File: src/rtl/adder_pipe_pkg.sv
// Shared types and the stage-0 add/subtract helper for adder_pipe.
// Define ADDER_PIPE_SAT_EN to clamp the low W bits on carry/borrow.
package adder_pipe_pkg;

    typedef enum logic {
        OP_ADD = 1'b0,
        OP_SUB = 1'b1
    } op_e;

    localparam int unsigned MAX_W = 64;
    localparam int unsigned IDX_W = $clog2(MAX_W + 1);

    // Operands arrive zero-extended to MAX_W; only bits [w:0] of the result are meaningful.
    function automatic logic [MAX_W:0] add_sub(
        input logic [MAX_W-1:0] a,
        input logic [MAX_W-1:0] b,
        input op_e              op,
        input logic [IDX_W-1:0] w
    );
        logic [MAX_W:0] one;
        logic [MAX_W:0] lo_mask;
        logic [MAX_W:0] keep_mask;
        logic [MAX_W:0] r;
`ifdef ADDER_PIPE_SAT_EN
        logic           flag;
`endif
        one       = {{MAX_W{1'b0}}, 1'b1};
        lo_mask   = (one << w) - one;
        keep_mask = (lo_mask << 1) | one;
        if (op == OP_SUB) begin
            r = {1'b0, a} - {1'b0, b};
        end else begin
            r = {1'b0, a} + {1'b0, b};
        end
`ifdef ADDER_PIPE_SAT_EN
        flag = r[w];
`endif
        r = r & keep_mask;
`ifdef ADDER_PIPE_SAT_EN
        // Bit w keeps reporting carry/borrow; only the data bits clamp.
        if (flag) begin
            r = (op == OP_ADD) ? (r | lo_mask) : (r & ~lo_mask);
        end
`endif
        return r;
    endfunction

endpackage

File: src/rtl/adder_pipe_stage.sv
// One valid/ready register slice; ready passes back combinationally so
// an occupied slice can still accept while its content moves on.
module adder_pipe_stage
    import adder_pipe_pkg::*;
#(
    parameter int WIDTH = 9
) (
    input  logic             clk_i,
    input  logic             arst_n,
    input  logic             valid_i,
    input  logic [WIDTH-1:0] data_i,
    output logic             ready_o,
    output logic             valid_o,
    output logic [WIDTH-1:0] data_o,
    input  logic             ready_i
);

    logic             valid_q;
    logic [WIDTH-1:0] data_q;

    assign ready_o = ~valid_q | ready_i;
    assign valid_o = valid_q;
    assign data_o  = data_q;

    // Data only loads on a real transfer so a stalled slice holds its value.
    always_ff @(posedge clk_i or negedge arst_n) begin
        if (!arst_n) begin
            valid_q <= 1'b0;
            data_q  <= '0;
        end else if (ready_o) begin
            valid_q <= valid_i;
            if (valid_i) begin
                data_q <= data_i;
            end
        end
    end

endmodule

File: src/rtl/adder_pipe.sv
// Pipelined add/subtract with joined operand channels and a stallable result channel.
// Optional build macro: ADDER_PIPE_SAT_EN (saturating result data bits).
module adder_pipe
    import adder_pipe_pkg::*;
#(
    parameter int DATA_IN_WIDTH = 8,
    parameter int STAGES        = 2
) (
    input  logic                         clk_i,
    input  logic                         arst_n,
    input  logic [DATA_IN_WIDTH-1:0]     in_A,
    input  logic                         in_A_valid,
    output logic                         in_A_ready,
    input  logic [DATA_IN_WIDTH-1:0]     in_B,
    input  logic                         in_op,
    input  logic                         in_B_valid,
    output logic                         in_B_ready,
    output logic [DATA_IN_WIDTH:0]       out,
    output logic                         out_valid,
    input  logic                         out_ready,
    output logic [$clog2(STAGES+1)-1:0]  count_o
);

    localparam int RW = DATA_IN_WIDTH + 1;
    localparam int CW = $clog2(STAGES + 1);

    logic [STAGES:0] valid_c;
    logic [STAGES:0] ready_c;
    logic [RW-1:0]   data_c [STAGES+1];
    logic            s0_free;
    logic            accept;
    logic            out_fire;
    logic [CW-1:0]   count_q;

    // Readies are forced low while reset is asserted, even though the slices look empty.
    assign s0_free    = ready_c[0] & arst_n;
    assign accept     = in_A_valid & in_B_valid & s0_free;
    assign in_A_ready = in_B_valid & s0_free;
    assign in_B_ready = in_A_valid & s0_free;

    assign valid_c[0] = accept;
    assign data_c[0]  = RW'(add_sub(MAX_W'(in_A), MAX_W'(in_B), op_e'(in_op),
                                    IDX_W'(DATA_IN_WIDTH)));
    assign ready_c[STAGES] = out_ready;

    for (genvar k = 0; k < STAGES; k++) begin : g_stage
        adder_pipe_stage #(
            .WIDTH (RW)
        ) u_stage (
            .clk_i   (clk_i),
            .arst_n  (arst_n),
            .valid_i (valid_c[k]),
            .data_i  (data_c[k]),
            .ready_o (ready_c[k]),
            .valid_o (valid_c[k+1]),
            .data_o  (data_c[k+1]),
            .ready_i (ready_c[k+1])
        );
    end

    assign out       = data_c[STAGES];
    assign out_valid = valid_c[STAGES];
    assign out_fire  = out_valid & out_ready;
    assign count_o   = count_q;

    // Occupancy: simultaneous accept and drain cancel out.
    always_ff @(posedge clk_i or negedge arst_n) begin
        if (!arst_n) begin
            count_q <= '0;
        end else begin
            case ({accept, out_fire})
                2'b10:   count_q <= count_q + CW'(1);
                2'b01:   count_q <= count_q - CW'(1);
                default: count_q <= count_q;
            endcase
        end
    end

endmodule

File: config.mk
export PLATFORM = sky130hd
export DESIGN_NAME = adder_pipe
export DESIGN_NICKNAME = d
export VERILOG_FILES = /design/src/rtl/adder_pipe_pkg.sv /design/src/rtl/adder_pipe_stage.sv /design/src/rtl/adder_pipe.sv
export SDC_FILE = /design/constraint.sdc
export NUM_CORES = 1
export LEC_CHECK = 0
export CAP_MARGIN = 40
export CORE_ASPECT_RATIO = 1.75
export CORE_MARGIN = 5
export CORE_UTILIZATION = 52
export DETAILED_ROUTE_END_ITERATION = 10
export PLACE_DENSITY = 0.86
export SLEW_MARGIN = 20
export SYNTH_ARGS = -nofsm -noshare
export SYNTH_HDL_FRONTEND = slang
export SYNTH_SLANG_ARGS = --single-unit
export TNS_END_PERCENT = 50
File: constraint.sdc
create_clock -name clk_i -period 3.3 [get_ports clk_i]
set_input_delay 0.66 -clock clk_i [delete_from_list [all_inputs] [get_ports clk_i]]
set_output_delay 0.66 -clock clk_i [all_outputs]
set_load 0.02 [all_outputs]
==> impl_metrics.toml <==
[logic_synthesis]
syn_nets = 172
async_flop_share_pct = 100
yosys.area.top_type = "dfrtp_1"
synth.distinct_cells = 35
synth-edff-count = 0
synth_common_cells = "dfrtp_1, nand2_1, ha_1, mux2_2"
synthCells = 139
ys_ff_latch = 22
yosysWarningCount = 0
synthDominantCellAreaShare_pct = 39.1
syn_area_mm2 = 0.00141
synth.avg_cell_area_um2 = 10.1
seq_area_frac_synth_pct = 39.1
yosysMostFrequentCell = "dfrtp_1"
synth_area_leaders = "dfrtp_1, ha_1, mux2_2"
ys.flop_type = "dfrtp_1"

[global_route]
grt_pass1_vias = 1109
grt_start_max_net_pins = 21
grtUsageTotal_pct = 14.2
grt_pass1_wl_mm = 4.42
grt-ovfl-total = 0
antenna_found_initial = 0

[sta]
setup_viol = 0
rsz0062_at_grt = "no"
slew_headroom_pct = 70.9
whs_ns = 0.466
clock.fmax_mhz = 329
period_share_pct = 92.1
skew_ns = 0.00344
tightest_slew_ns = 0.433
slew_viol_final = 0
setup_tns_ns = 0
fin_crit_ns = 3.04
hold_viol = 0

[clock_tree]
cts_buffer_depth = 2
postCtsHoldBufs = 0
clock_latency_ns = 0.25
cts_tree = "built"
cts-htree-levels = 1
ctsResizeCount = 0
root_buffer = "clkbuf_8"
path_clk_slew_ns = 0.07
post_cts_buffers = 0
cts_buffers = 3
cts_num_sinks = 22

[drt]
drt-wirelength-per-cell_um = 13.7
drc = 0
vias_per_cell = 5.55
firstDrtPassIters = 4
wl_mm = 2.67
drtAntennaViolNets = 0
vias = 1083
dr.first_iter.drc_count = 27

[flow_run]
maxCapViolCount = 0

[floorplan]
start_util_pct = 53.0
num_rows = 25
io_pins = 36
die-area_mm2 = 0.00389
core_area_mm2 = 0.00266
fp.dieH_um = 78.9
die_w_um = 49.3

[status]
status = "finished clean"

[placement]
placed_cells = 192
place_congestion = 0.779
portBuffers = 35
postPlaceCellArea_mm2 = 0.00173
dpl.hpwl_mm = 2.29

[power_and_ir_drop]
powerDensity_mw_per_mm2 = 569
peakVddDrop_mv = 0.276
cellLeakagePower_nw = 0.798

[finish]
design_area_mm2 = 0.00178
syn_to_final_growth_pct = 26.0
fin_cells = 195
nets = 203
num_antenna_cells = 0
final_core_util_pct = 66.8
drive_gt1_share_pct = 10.7

[worst_setup_path]
required_ns = 3.44
critical_path_class = "in2reg"
cp-start-kind = "primary input"
end_kind = "flop"
cp.arrival_ns = 3.18
path_max_fanout = 4

[min_path]
hp-class = "reg2reg"
-- state kept, by name, summed over array words and instances (netlist names) --
signal	cells
g_stage.u_stage.valid_o	2
g_stage.u_stage.data_o	18
count_o	2
-- cell families (layout without fill, tap and decap cells) --
logic type / after synthesis / in the layout / share of synthesized area (%)
compound gates: 31 / 31 / 15.5
xor+xnor: 12 / 12 / 7.46
fa+ha+maj: 11 / 11 / 10.3
buf+inv: 20 / 49 / 7.90
flops: 22 / 22 / 39.1
mux: 10 / 10 / 7.99
simple gates: 33 / 33 / 11.8
-- final timing paths --
kind                                            start                      endpoint  slack [ns]  cells past startpoint
max in group asynchronous                      arst_n  g_stage[0].u_stage.data_o[4]        2.37                      2
min                                        count_o[1]                    count_o[1]        0.47                      1
max                                           in_B[0]  g_stage[0].u_stage.data_o[7]        0.26                     11
min in group asynchronous                      arst_n                    count_o[1]        0.79                      2
max reg2reg                g_stage[1].u_stage.valid_o                    count_o[1]        1.63                      7
min reg2reg                                count_o[1]                    count_o[1]        0.47                      1
-- cells in the final DEF (no fill, tap or decap), types with 2 or more instances in the layout --
master / count
nand2_1: 11
nor2_1: 6
nand2b_1: 2
and3_1: 2
o31a_1: 2
dfrtp_1: 22
o21a_1: 7
o21ai_0: 7
nor3_1: 6
clkdlybuf4s50_1: 35
buf_4: 3
xnor2_1: 9
xor2_1: 3
a21oi_1: 3
mux2_2: 10
clkbuf_8: 3
inv_1: 8
a2111o_1: 2
ha_1: 10
o31ai_1: 2
-- power by group --
group	switching [mW]	leakage, nW	total [mW]	internal [mW]
combinational	0.210	0.502	0.451	0.241
sequential	0.0463	0.275	0.404	0.358
clock	0.0742	0.0216	0.155	0.0811
total	0.330	0.798	1.01	0.681
-- area by class of cell --
class,instances,area (um2)
fill,212,883
tap,27,33.8
inverter,8,30.0
clock buffer,3,41.3
timing repair buffer,38,373
multi-input combinational,97,747
sequential,22,551
-- worst max-delay path, stage by stage --
cell and delay, ns:
clkdlybuf4s50_1 0.46, inv_1 0.08, ha_1 0.15, nor3b_1 0.37, a21oi_1 0.15, xnor2_1 0.14, ha_1 0.33, a2111o_1 0.39
o21ai_0 0.19, xor2_1 0.16, o21ai_0 0.08
-- routing by layer --
metal | track usage, % | vias up | routed length [um]
li1 | - | 536 | -
met4 | 8.89 | 0 | 72
met1 | 12.4 | 505 | 944
met5 | 0 | - | 0
met3 | 2.25 | 6 | 173
met2 | 28.2 | 36 | 1480
-- stage by stage --
step	power (mW)	setup WS, ns
floorplan	0.730	0.755
global placement	0.847	0.129
detailed placement	0.870	0.0000882
CTS	1.02	0.266
global route	1.07	0.103
finish	1.01	0.261
(Power assumes the default switching activity.)
